<file path="config.mk">
export PLATFORM = sky130hd
export DESIGN_NAME = mem_arbiter
export DESIGN_NICKNAME = d
export VERILOG_FILES = /design/src/rtl/mem_arbiter.sv
export SDC_FILE = /design/constraint.sdc
export NUM_CORES = 1
export LEC_CHECK = 0
export ABC_AREA = 1
export CORE_ASPECT_RATIO = 1.4
export CORE_MARGIN = 5
export CORE_UTILIZATION = 55
export CTS_CLUSTER_DIAMETER = 60
export CTS_CLUSTER_SIZE = 16
export DETAILED_ROUTE_END_ITERATION = 6
export DONT_BUFFER_PORTS = 1
export GPL_TIMING_DRIVEN = 1
export PLACE_DENSITY = 0.72
export SLEW_MARGIN = 0
export SYNTH_ARGS = -nofsm -noshare
export SYNTH_HDL_FRONTEND = slang
export SYNTH_SLANG_ARGS = --single-unit
export TNS_END_PERCENT = 50
</file>
<file path="constraint.sdc">
create_clock -name clk_50M -period 4.43 [get_ports clk_50M]
set_input_delay 0.886 -clock clk_50M [delete_from_list [all_inputs] [get_ports clk_50M]]
set_output_delay 0.886 -clock clk_50M [all_outputs]
set_load 0.01 [all_outputs]
</file>
<file path="src/rtl/mem_arbiter.sv">
// rtl/mem_arbiter.sv - single-SRAM arbiter for fetch and data ports, data wins; optional fetch buffer under MEM_ARB_IBUF_EN
module mem_arbiter #(
    parameter int SRAM_WAIT = 1,
    parameter int ADDR_W    = 20
) (
    input  logic              clk_50M,
    input  logic              reset_btn,
    input  logic              if_req,
    input  logic [31:0]       if_pc,
    output logic [31:0]       if_instr,
    output logic              if_valid,
    input  logic [31:0]       mem_addr,
    input  logic [31:0]       mem_wdata,
    input  logic [4:0]        mem_ctrl_signal,
    output logic [31:0]       mem_rdata,
    output logic              mem_stall,
    output logic              mem_err,
    output logic [ADDR_W-1:0] sram_addr,
    output logic [31:0]       sram_wdata,
    input  logic [31:0]       sram_rdata,
    output logic [3:0]        sram_be_n,
    output logic              sram_ce_n,
    output logic              sram_oe_n,
    output logic              sram_we_n,
    output logic              sram_data_oe
);

    typedef enum logic [2:0] {S_IDLE, S_D_ACC, S_D_DONE, S_I_ACC, S_I_DONE} state_t;

    state_t            r_state;
    state_t            w_next;
    logic [2:0]        r_wait;
    logic [ADDR_W-1:0] r_sram_addr;
    logic [31:0]       r_sram_wdata;
    logic [3:0]        r_sram_be_n;
    logic              r_sram_ce_n;
    logic              r_sram_oe_n;
    logic              r_sram_we_n;
    logic              r_sram_data_oe;
    logic [31:0]       r_if_instr;
    logic [31:0]       r_mem_rdata;
    logic [1:0]        r_lo;
    logic [1:0]        r_size;
    logic              r_sign;
    logic              r_write;

    logic [1:0]        w_size;
    logic              w_misal;
    logic              w_d_go;
    logic              w_last;
    logic              w_hit;
    logic [3:0]        w_be_n;
    logic [31:0]       w_wdata;
    logic [7:0]        w_byte;
    logic [15:0]       w_half;
    logic [31:0]       w_load;
    logic              w_unused;

    assign w_size   = mem_ctrl_signal[3:2];
    assign w_misal  = mem_ctrl_signal[0] &&
                      ((w_size == 2'b01 && mem_addr[0]) ||
                       (w_size == 2'b10 && mem_addr[1:0] != 2'b00) ||
                       (w_size == 2'b11));
    assign w_d_go   = mem_ctrl_signal[0] && !w_misal;
    assign w_last   = (r_wait == 3'd0);
    assign w_unused = ^{mem_addr[31:ADDR_W+2], if_pc[31:ADDR_W+2], if_pc[1:0]};

`ifdef MEM_ARB_IBUF_EN
    logic [ADDR_W-1:0] r_tag;
    logic              r_tag_v;
    assign w_hit = r_tag_v && (r_tag == if_pc[ADDR_W+1:2]);
`else
    assign w_hit = 1'b0;
`endif

    always_comb begin
        w_next = r_state;
        case (r_state)
            S_IDLE: begin
                if (w_d_go)
                    w_next = S_D_ACC;
                else if (if_req)
                    w_next = w_hit ? S_I_DONE : S_I_ACC;
            end
            S_D_ACC:  if (w_last) w_next = S_D_DONE;
            S_I_ACC:  if (w_last) w_next = S_I_DONE;
            S_D_DONE: w_next = S_IDLE;
            S_I_DONE: w_next = S_IDLE;
            default:  w_next = S_IDLE;
        endcase
    end

    // Store lane steering: replicate the datum, enable only the addressed lanes.
    always_comb begin
        w_be_n  = 4'h0;
        w_wdata = mem_wdata;
        case (w_size)
            2'b00: begin
                w_be_n  = ~(4'b0001 << mem_addr[1:0]);
                w_wdata = {4{mem_wdata[7:0]}};
            end
            2'b01: begin
                w_be_n  = mem_addr[1] ? 4'b0011 : 4'b1100;
                w_wdata = {2{mem_wdata[15:0]}};
            end
            default: begin
                w_be_n  = 4'h0;
                w_wdata = mem_wdata;
            end
        endcase
    end

    always_comb begin
        w_byte = 8'h00;
        case (r_lo)
            2'd0: w_byte = sram_rdata[7:0];
            2'd1: w_byte = sram_rdata[15:8];
            2'd2: w_byte = sram_rdata[23:16];
            2'd3: w_byte = sram_rdata[31:24];
            default: w_byte = 8'h00;
        endcase
        w_half = r_lo[1] ? sram_rdata[31:16] : sram_rdata[15:0];
        case (r_size)
            2'b00:   w_load = {{24{r_sign & w_byte[7]}}, w_byte};
            2'b01:   w_load = {{16{r_sign & w_half[15]}}, w_half};
            default: w_load = sram_rdata;
        endcase
    end

    always_ff @(posedge clk_50M or negedge reset_btn) begin
        if (!reset_btn) begin
            r_state        <= S_IDLE;
            r_wait         <= 3'd0;
            r_sram_addr    <= '0;
            r_sram_wdata   <= 32'h0;
            r_sram_be_n    <= 4'hF;
            r_sram_ce_n    <= 1'b1;
            r_sram_oe_n    <= 1'b1;
            r_sram_we_n    <= 1'b1;
            r_sram_data_oe <= 1'b0;
            r_if_instr     <= 32'h0;
            r_mem_rdata    <= 32'h0;
            r_lo           <= 2'd0;
            r_size         <= 2'd0;
            r_sign         <= 1'b0;
            r_write        <= 1'b0;
`ifdef MEM_ARB_IBUF_EN
            r_tag          <= '0;
            r_tag_v        <= 1'b0;
`endif
        end else begin
            r_state <= w_next;
            case (r_state)
                S_IDLE: begin
                    if (w_misal)
                        r_mem_rdata <= 32'h0;
                    if (w_d_go) begin
                        r_sram_ce_n <= 1'b0;
                        r_sram_addr <= mem_addr[ADDR_W+1:2];
                        r_wait      <= 3'(SRAM_WAIT);
                        r_lo        <= mem_addr[1:0];
                        r_size      <= w_size;
                        r_sign      <= mem_ctrl_signal[4];
                        r_write     <= mem_ctrl_signal[1];
                        if (mem_ctrl_signal[1]) begin
                            r_sram_we_n    <= 1'b0;
                            r_sram_data_oe <= 1'b1;
                            r_sram_be_n    <= w_be_n;
                            r_sram_wdata   <= w_wdata;
`ifdef MEM_ARB_IBUF_EN
                            if (r_tag == mem_addr[ADDR_W+1:2])
                                r_tag_v <= 1'b0;
`endif
                        end else begin
                            r_sram_oe_n    <= 1'b0;
                            r_sram_be_n    <= 4'h0;
                            r_sram_data_oe <= 1'b0;
                        end
                    end else if (if_req && !w_hit) begin
                        r_sram_ce_n    <= 1'b0;
                        r_sram_oe_n    <= 1'b0;
                        r_sram_be_n    <= 4'h0;
                        r_sram_data_oe <= 1'b0;
                        r_sram_addr    <= if_pc[ADDR_W+1:2];
                        r_wait         <= 3'(SRAM_WAIT);
                    end
                end
                S_D_ACC, S_I_ACC: begin
                    if (w_last) begin
                        r_sram_ce_n <= 1'b1;
                        r_sram_oe_n <= 1'b1;
                        r_sram_we_n <= 1'b1;
                        if (r_state == S_D_ACC) begin
                            if (!r_write)
                                r_mem_rdata <= w_load;
                        end else begin
                            r_if_instr <= sram_rdata;
`ifdef MEM_ARB_IBUF_EN
                            r_tag   <= r_sram_addr;
                            r_tag_v <= 1'b1;
`endif
                        end
                    end else begin
                        r_wait <= r_wait - 3'd1;
                    end
                end
                // Address/data were held through DONE; release the bus now.
                S_D_DONE, S_I_DONE: begin
                    r_sram_be_n    <= 4'hF;
                    r_sram_data_oe <= 1'b0;
                end
                default: ;
            endcase
        end
    end

    assign mem_err      = reset_btn && (r_state == S_IDLE) && w_misal;
    assign mem_rdata    = mem_err ? 32'h0 : r_mem_rdata;
    assign if_instr     = r_if_instr;
    assign if_valid     = (r_state == S_I_DONE);
    assign mem_stall    = reset_btn &&
                          ((w_d_go && r_state != S_D_DONE) ||
                           (if_req && r_state != S_I_DONE));
    assign sram_addr    = r_sram_addr;
    assign sram_wdata   = r_sram_wdata;
    assign sram_be_n    = r_sram_be_n;
    assign sram_ce_n    = r_sram_ce_n;
    assign sram_oe_n    = r_sram_oe_n;
    assign sram_we_n    = r_sram_we_n;
    assign sram_data_oe = r_sram_data_oe;

endmodule

</file>
# After elaboration in Yosys (flattened, before gate mapping)
# Cells that the tools add are included.
word_totals:
  in_bits: 136
  n_memories: 0
  latch_bits: 0
  mem_bits_ro: 0
  ram_bits: 0
  output_inout_bits: 127
  reg_bits: 136
  word_cells: 120
op_classes:
  n_div: 0
  n_addsub: 1
  muxes: 40
  n_lt_le_gt_ge: 0
  multipliers: 0
  eq_ne: 24
  shift: 1
  n_bitwise: 4
  n_reduce_logical: 35
ops:
  columns: ["op", "n"]
  rows:
  - ["32-bit one-hot mux with 2 select lines", 3]
  - ["32-bit 2-to-1 mux", 5]
  - ["20-bit 2-to-1 mux", 2]
  - ["8-bit one-hot mux with 4 select lines", 1]
  - ["3-bit 2-to-1 mux", 7]
  - ["2-bit != test, second input constant", 9]
  - ["16-bit 2-to-1 mux", 1]
  - ["4-bit 2-to-1 mux", 4]
  - ["4-bit one-hot mux with 2 select lines", 2]
  - ["3-bit AND reduction", 5]
  - ["1-bit logical AND", 9]
  - ["1-bit 2-to-1 mux", 9]
  - ["3-bit != test, second input constant", 3]
  - ["3-bit one-hot mux with 3 select lines", 1]
  - ["2-bit equality test, second input constant", 4]
  - ["1-bit one-hot mux with 2 select lines", 4]
  - ["4-bit AND reduction", 2]
  - ["2-bit nonzero test", 4]
  - ["2-bit by 1-bit equality test with 1-bit output, second input constant", 3]
  - ["3-bit by 2-bit equality test with 1-bit output, second input constant", 2]
  - ["2-bit logical NOT", 3]
  - ["3-bit logical NOT", 2]
  - ["3-bit one-hot mux with 2 select lines", 1]
  - ["2-bit AND reduction", 3]
  - ["12 further kinds", 16]

# Logic depth before layout (Yosys ltp)
logic_depth:
  ltp_word: 10
  depth_mapped: 11
  depth_no_buf: 10

# Worst setup path after synthesis
# No wires, ideal clock.
synth_timing:
  path_kind: "input to output"
  startpoint: "input mem_ctrl_signal[2]"
  endpoint: "output mem_stall"
  slack_ns: 1.712
  stages: 8
  n_path_buf: 1
  arrival_time_ns: 1.832
  t_required_ns: 3.544
  path_cell_list: "nor2_1 > nand2_1 > nand2_1 > nand2_2 > inv_2 > buf_2 > nand2_1 > a21oi_1"
synth_between:
  elab_chain_len: 10
  elab_cells_between_ends: 13
  cone_classes: "eq/ne: 3; reduce/logical: 10"
synth_rtl:
  columns: ["item", "line_no", "rtl"]
  rows:
  - ["start: declaration", "14", "input logic [4:0] mem_ctrl_signal,"]
  - ["2-bit by 1-bit equality test with 1-bit output / 2-bit equality test (equally long branches)", "61, 62", null]
  - ["1-bit logical AND, on equally long branches", "61, 62", null]
  - ["1-bit logical OR", "61", "((w_size == 2'b01 && mem_addr[0]) ||"]
  - ["1-bit logical OR *", "62", "(w_size == 2'b10 && mem_addr[1:0] != 2'b00) ||"]
  - ["1-bit logical AND *", "60", "assign w_misal = mem_ctrl_signal[0] &&"]
  - ["1-bit logical NOT *", "64", "assign w_d_go = mem_ctrl_signal[0] && !w_misal;"]
  - ["1-bit logical AND *", "64", null]
  - ["1-bit logical AND *", "222", "((w_d_go && r_state != S_D_DONE) ||"]
  - ["1-bit logical OR *", "222", null]
  - ["1-bit logical AND *", "221", "assign mem_stall = reset_btn &&"]
  - ["end: declaration", "16", "output logic mem_stall,"]
# Every way passes the cells marked *; elsewhere a longest branch is shown, timed or not.

# Final worst setup path
layout_timing:
  startpoint: "input mem_ctrl_signal[3]"
  endpoint: "output mem_stall"
# Same word-level chain as after synthesis.

==> key figures <==
Timing
  – Maximum clock frequency: 0.301 GHz
  – Slew margin rel.: 50.1%
  – Final Hold Vio Count: 0
  – Worst clock skew: 9.37 ps
  – RSZ-0062 raised after global routing: false
  – Final worst-path cycle share: 75.0%
  – Final setup vio count: 0
  – Setup Total Neg Slack: 0 ps
  – Final worst setup slack: 1110 ps
  – Max-slew violation count: 0
  – Fin crit period: 3320 ps
  – Worst slew pin tran: 748 ps

Cells and area
  – FF+latch area: 3410 sq um
  – Nets: 1076
  – Number of fill cells in the layout: 1200
  – Synth-to-layout area growth: 7.80%
  – Diodes inserted: 0
  – Share of post-route cells with drive strength above 1: 9.36%
  – Footprint of the multi-input gates: 3000 sq um
  – Most common cell after layout, fill and taps aside: nand2_1
  – Commonest non-fill, non-tap cells in the layout: 462 x nand2_1, 129 x dfrtp_1, 73 x inv_1, 66 x nor2_1, 40 x o21ai_0

Floorplanning
  – Total die area: 15000 sq um
  – # IOs: 263
  – Die Span Y: 143 um
  – Core Area: 12400 sq um
  – Initial Util: 56.2%
  – Die width: 105 um
  – Rows: 48

Drt
  – Detailed Routing Iterations Pass 1: 5
  – Drt drc: 0
  – Total number of vias: 5776
  – Detail Route Antenna Nets: 0
  – Vias per std cell: 5.25
  – Initial detailed-routing violation count: 248
  – Final wirelength: 18700 um
  – WL per Instance: 16.9 um

Critical path
  – Worst Setup End Kind: primary output
  – Crit-path most repeated cell: nand2_1
  – Max Fanout on Critical Path: 31
  – Req. time, crit path: 3540 ps
  – Crit path arrival time: 2440 ps
  – Critical Path Start Type: primary input
  – Delay-heaviest family, CP: simple AND/OR/NAND/NOR gates
  – Critical path class: in -> out
  – Slowest cell on the critical path: inv_2
  – Crit-path max cell delay: 400 ps
  – Critical Path, Cell by Cell: inv_2 > nand2_1 > nand2_1 > nand2_2 > inv_2 > nand2_1 > a21oi_1
  – Worst Path Buf+Inv: 2

Clock tree
  – Clk pin slew, worst setup/hold paths: 60 ps
  – Worst-skew pair later-pin latency: 410 ps
  – CTS sink count: 136
  – CTS H-Tree Depth: 4
  – CTS max path bufs: 2
  – Setup bufs post-CTS: 0
  – Number of CTS-inserted buffers: 17
  – Post-CTS sizing: 0
  – Hold_buf cts: 0
  – CTS tree: built
  – Clock Tree Root: clkbuf_16

Flow run
  – Max-Cap Viols: 0

Logic synthesis
  – Synth Cell Area: 6950 sq um
  – Synth Instances: 958
  – Post-synthesis area per instance: 7.25 sq um
  – Sequential share of the synthesized area: 49.1%
  – Synth cell types: 30
  – Post-synth net total: 1096
  – Total number of yosys warnings: 0
  – Yosys reg bits: 136

GRT
  – GRT Overall Usage: 24.9%
  – Vias in the first global route: 5664
  – Initial antenna violation count: 0
  – First-pass GRT wire length: 29500 um
  – Grt ovf: 0
  – Pin count of the biggest net entering global routing: 138

Pwr
  – Final Total Pwr: 5540 uW
  – Pwr Density: 740 nW/um^2
  – Max VDD drop: 392 uV
  – Seq pwr share: 44.1%
  – Comb pwr share: 31.9%
  – Static Leakage: 0.00405 uW
  – Net Sw Frac: 42.9%
  – Sw power: 2380 uW
  – Clock power frac: 24.1%
  – P_int: 3160 uW

Placed design
  – GP Congestion: 0.931
  – Setup slack at placement: 1090 ps
  – Post-detail-place hpwl: 13700 um
  – Buffers on Ports: 0

Run status
  – Status: completed

Worst hold path
  – HP Class: in -> async
[cell usage after synthesis, drive strengths merged]
master,instances,share of area [%]
ha,2,0.36
nand4,1,0.31
nor2,91,6.1
nand2,468,26
dfrtp,129,46
inv,85,4.6
clkbuf,10,0.56
o21ai,63,4.5
nand3,34,3.0
or2,1,0.090
a21oi,25,1.9
xor2,1,0.13
dfstp,7,2.6
nand3b,1,0.11
o22ai,7,0.63
buf,31,2.6
o211ai,1,0.11
nor3,1,0.14
[layout make-up]
| type | instances | share of cell area [%] |
|---|---|---|
| Sequential cell | 136 | 45.5 |
| Multi-Input combinational cell | 696 | 40.0 |
| Timing Repair Buffer | 2 | 0.200 |
| Inverter | 85 | 4.29 |
| Tap cell | 150 | 2.51 |
| Clock inverter | 13 | 1.64 |
| Clock buffer | 19 | 5.78 |
[routing by layer]
layer | wire, um | global-route usage (%)
met3 | 1590 | 8.96
met5 | 0 | 0
met4 | 656 | 10.7
met2 | 9560 | 42.8
met1 | 6860 | 27.8
[cell families after synthesis]
group                      Yosys count  synth area share [%]
AOI/OAI and AO/OA                   96                  7.13
xor gates and xnor gates             1                 0.126
adders and majority gates            2                 0.360
buffers and inverters              126                  7.83
DFF                                136                  49.1
and+or+nand+nor                    597                  35.5
[registers in the layout, indices dropped and copies added (netlist names)]
name,count
if_instr,32
sram_oe_n,1
r_write,1
sram_we_n,1
r_mem_rdata,32
sram_data_oe,1
r_sign,1
r_size,2
sram_ce_n,1
sram_addr,20
sram_be_n,4
r_lo,2
sram_wdata,32
r_state,3
r_wait,3
[metrics by stage]
stage	area, sq um	hold WS [ps]	std cells	utilization (%)
4_1_cts	7490	150	1101	60.5
2_1_floorplan	6950	442	958	-
6_report	7490	168	1101	60.5
3_3_place_gp	6940	455	1069	56.1
5_1_grt	7490	133	1101	60.5
3_5_place_dp	6940	459	1069	56.1
[power groups by stage]
| stage | Sequential [uW] | Combinational, uW | Clock, uW |
|---|---|---|---|
| 4_1_cts | 2450 | 1790 | 1360 |
| 5_1_grt | 2510 | 2070 | 1430 |
| 6_report | 2440 | 1770 | 1330 |
| 3_3_place_gp | 2460 | 1740 | 0 |
| 3_5_place_dp | 2460 | 1780 | 0 |
| 2_1_floorplan | 2270 | 1590 | 0 |
[final timing paths]
| path | start | end | slack (ps) | depth (start not counted) |
|---|---|---|---|---|
| worst max-delay path | mem_ctrl_signal[3] | mem_stall | 1110 | 7 |
| worst min-delay path | reset_btn | if_instr[2]$_DFFE_PN0P_ | 170 | 0 |
| worst max register to register | r_state[2]$_DFFE_PN0P_ | sram_wdata[1]$_DFFE_PN0P_ | 2210 | 7 |
| worst min register to register | r_wait[1]$_DFFE_PN0P_ | r_wait[1]$_DFFE_PN0P_ | 470 | 2 |
| max in group asynchronous | reset_btn | sram_we_n$_DFFE_PN1P_ | 4040 | 0 |
| min in group clk_50M | r_wait[1]$_DFFE_PN0P_ | r_wait[1]$_DFFE_PN0P_ | 470 | 2 |
No activity file was read; power rests on OpenSTA's default activity.
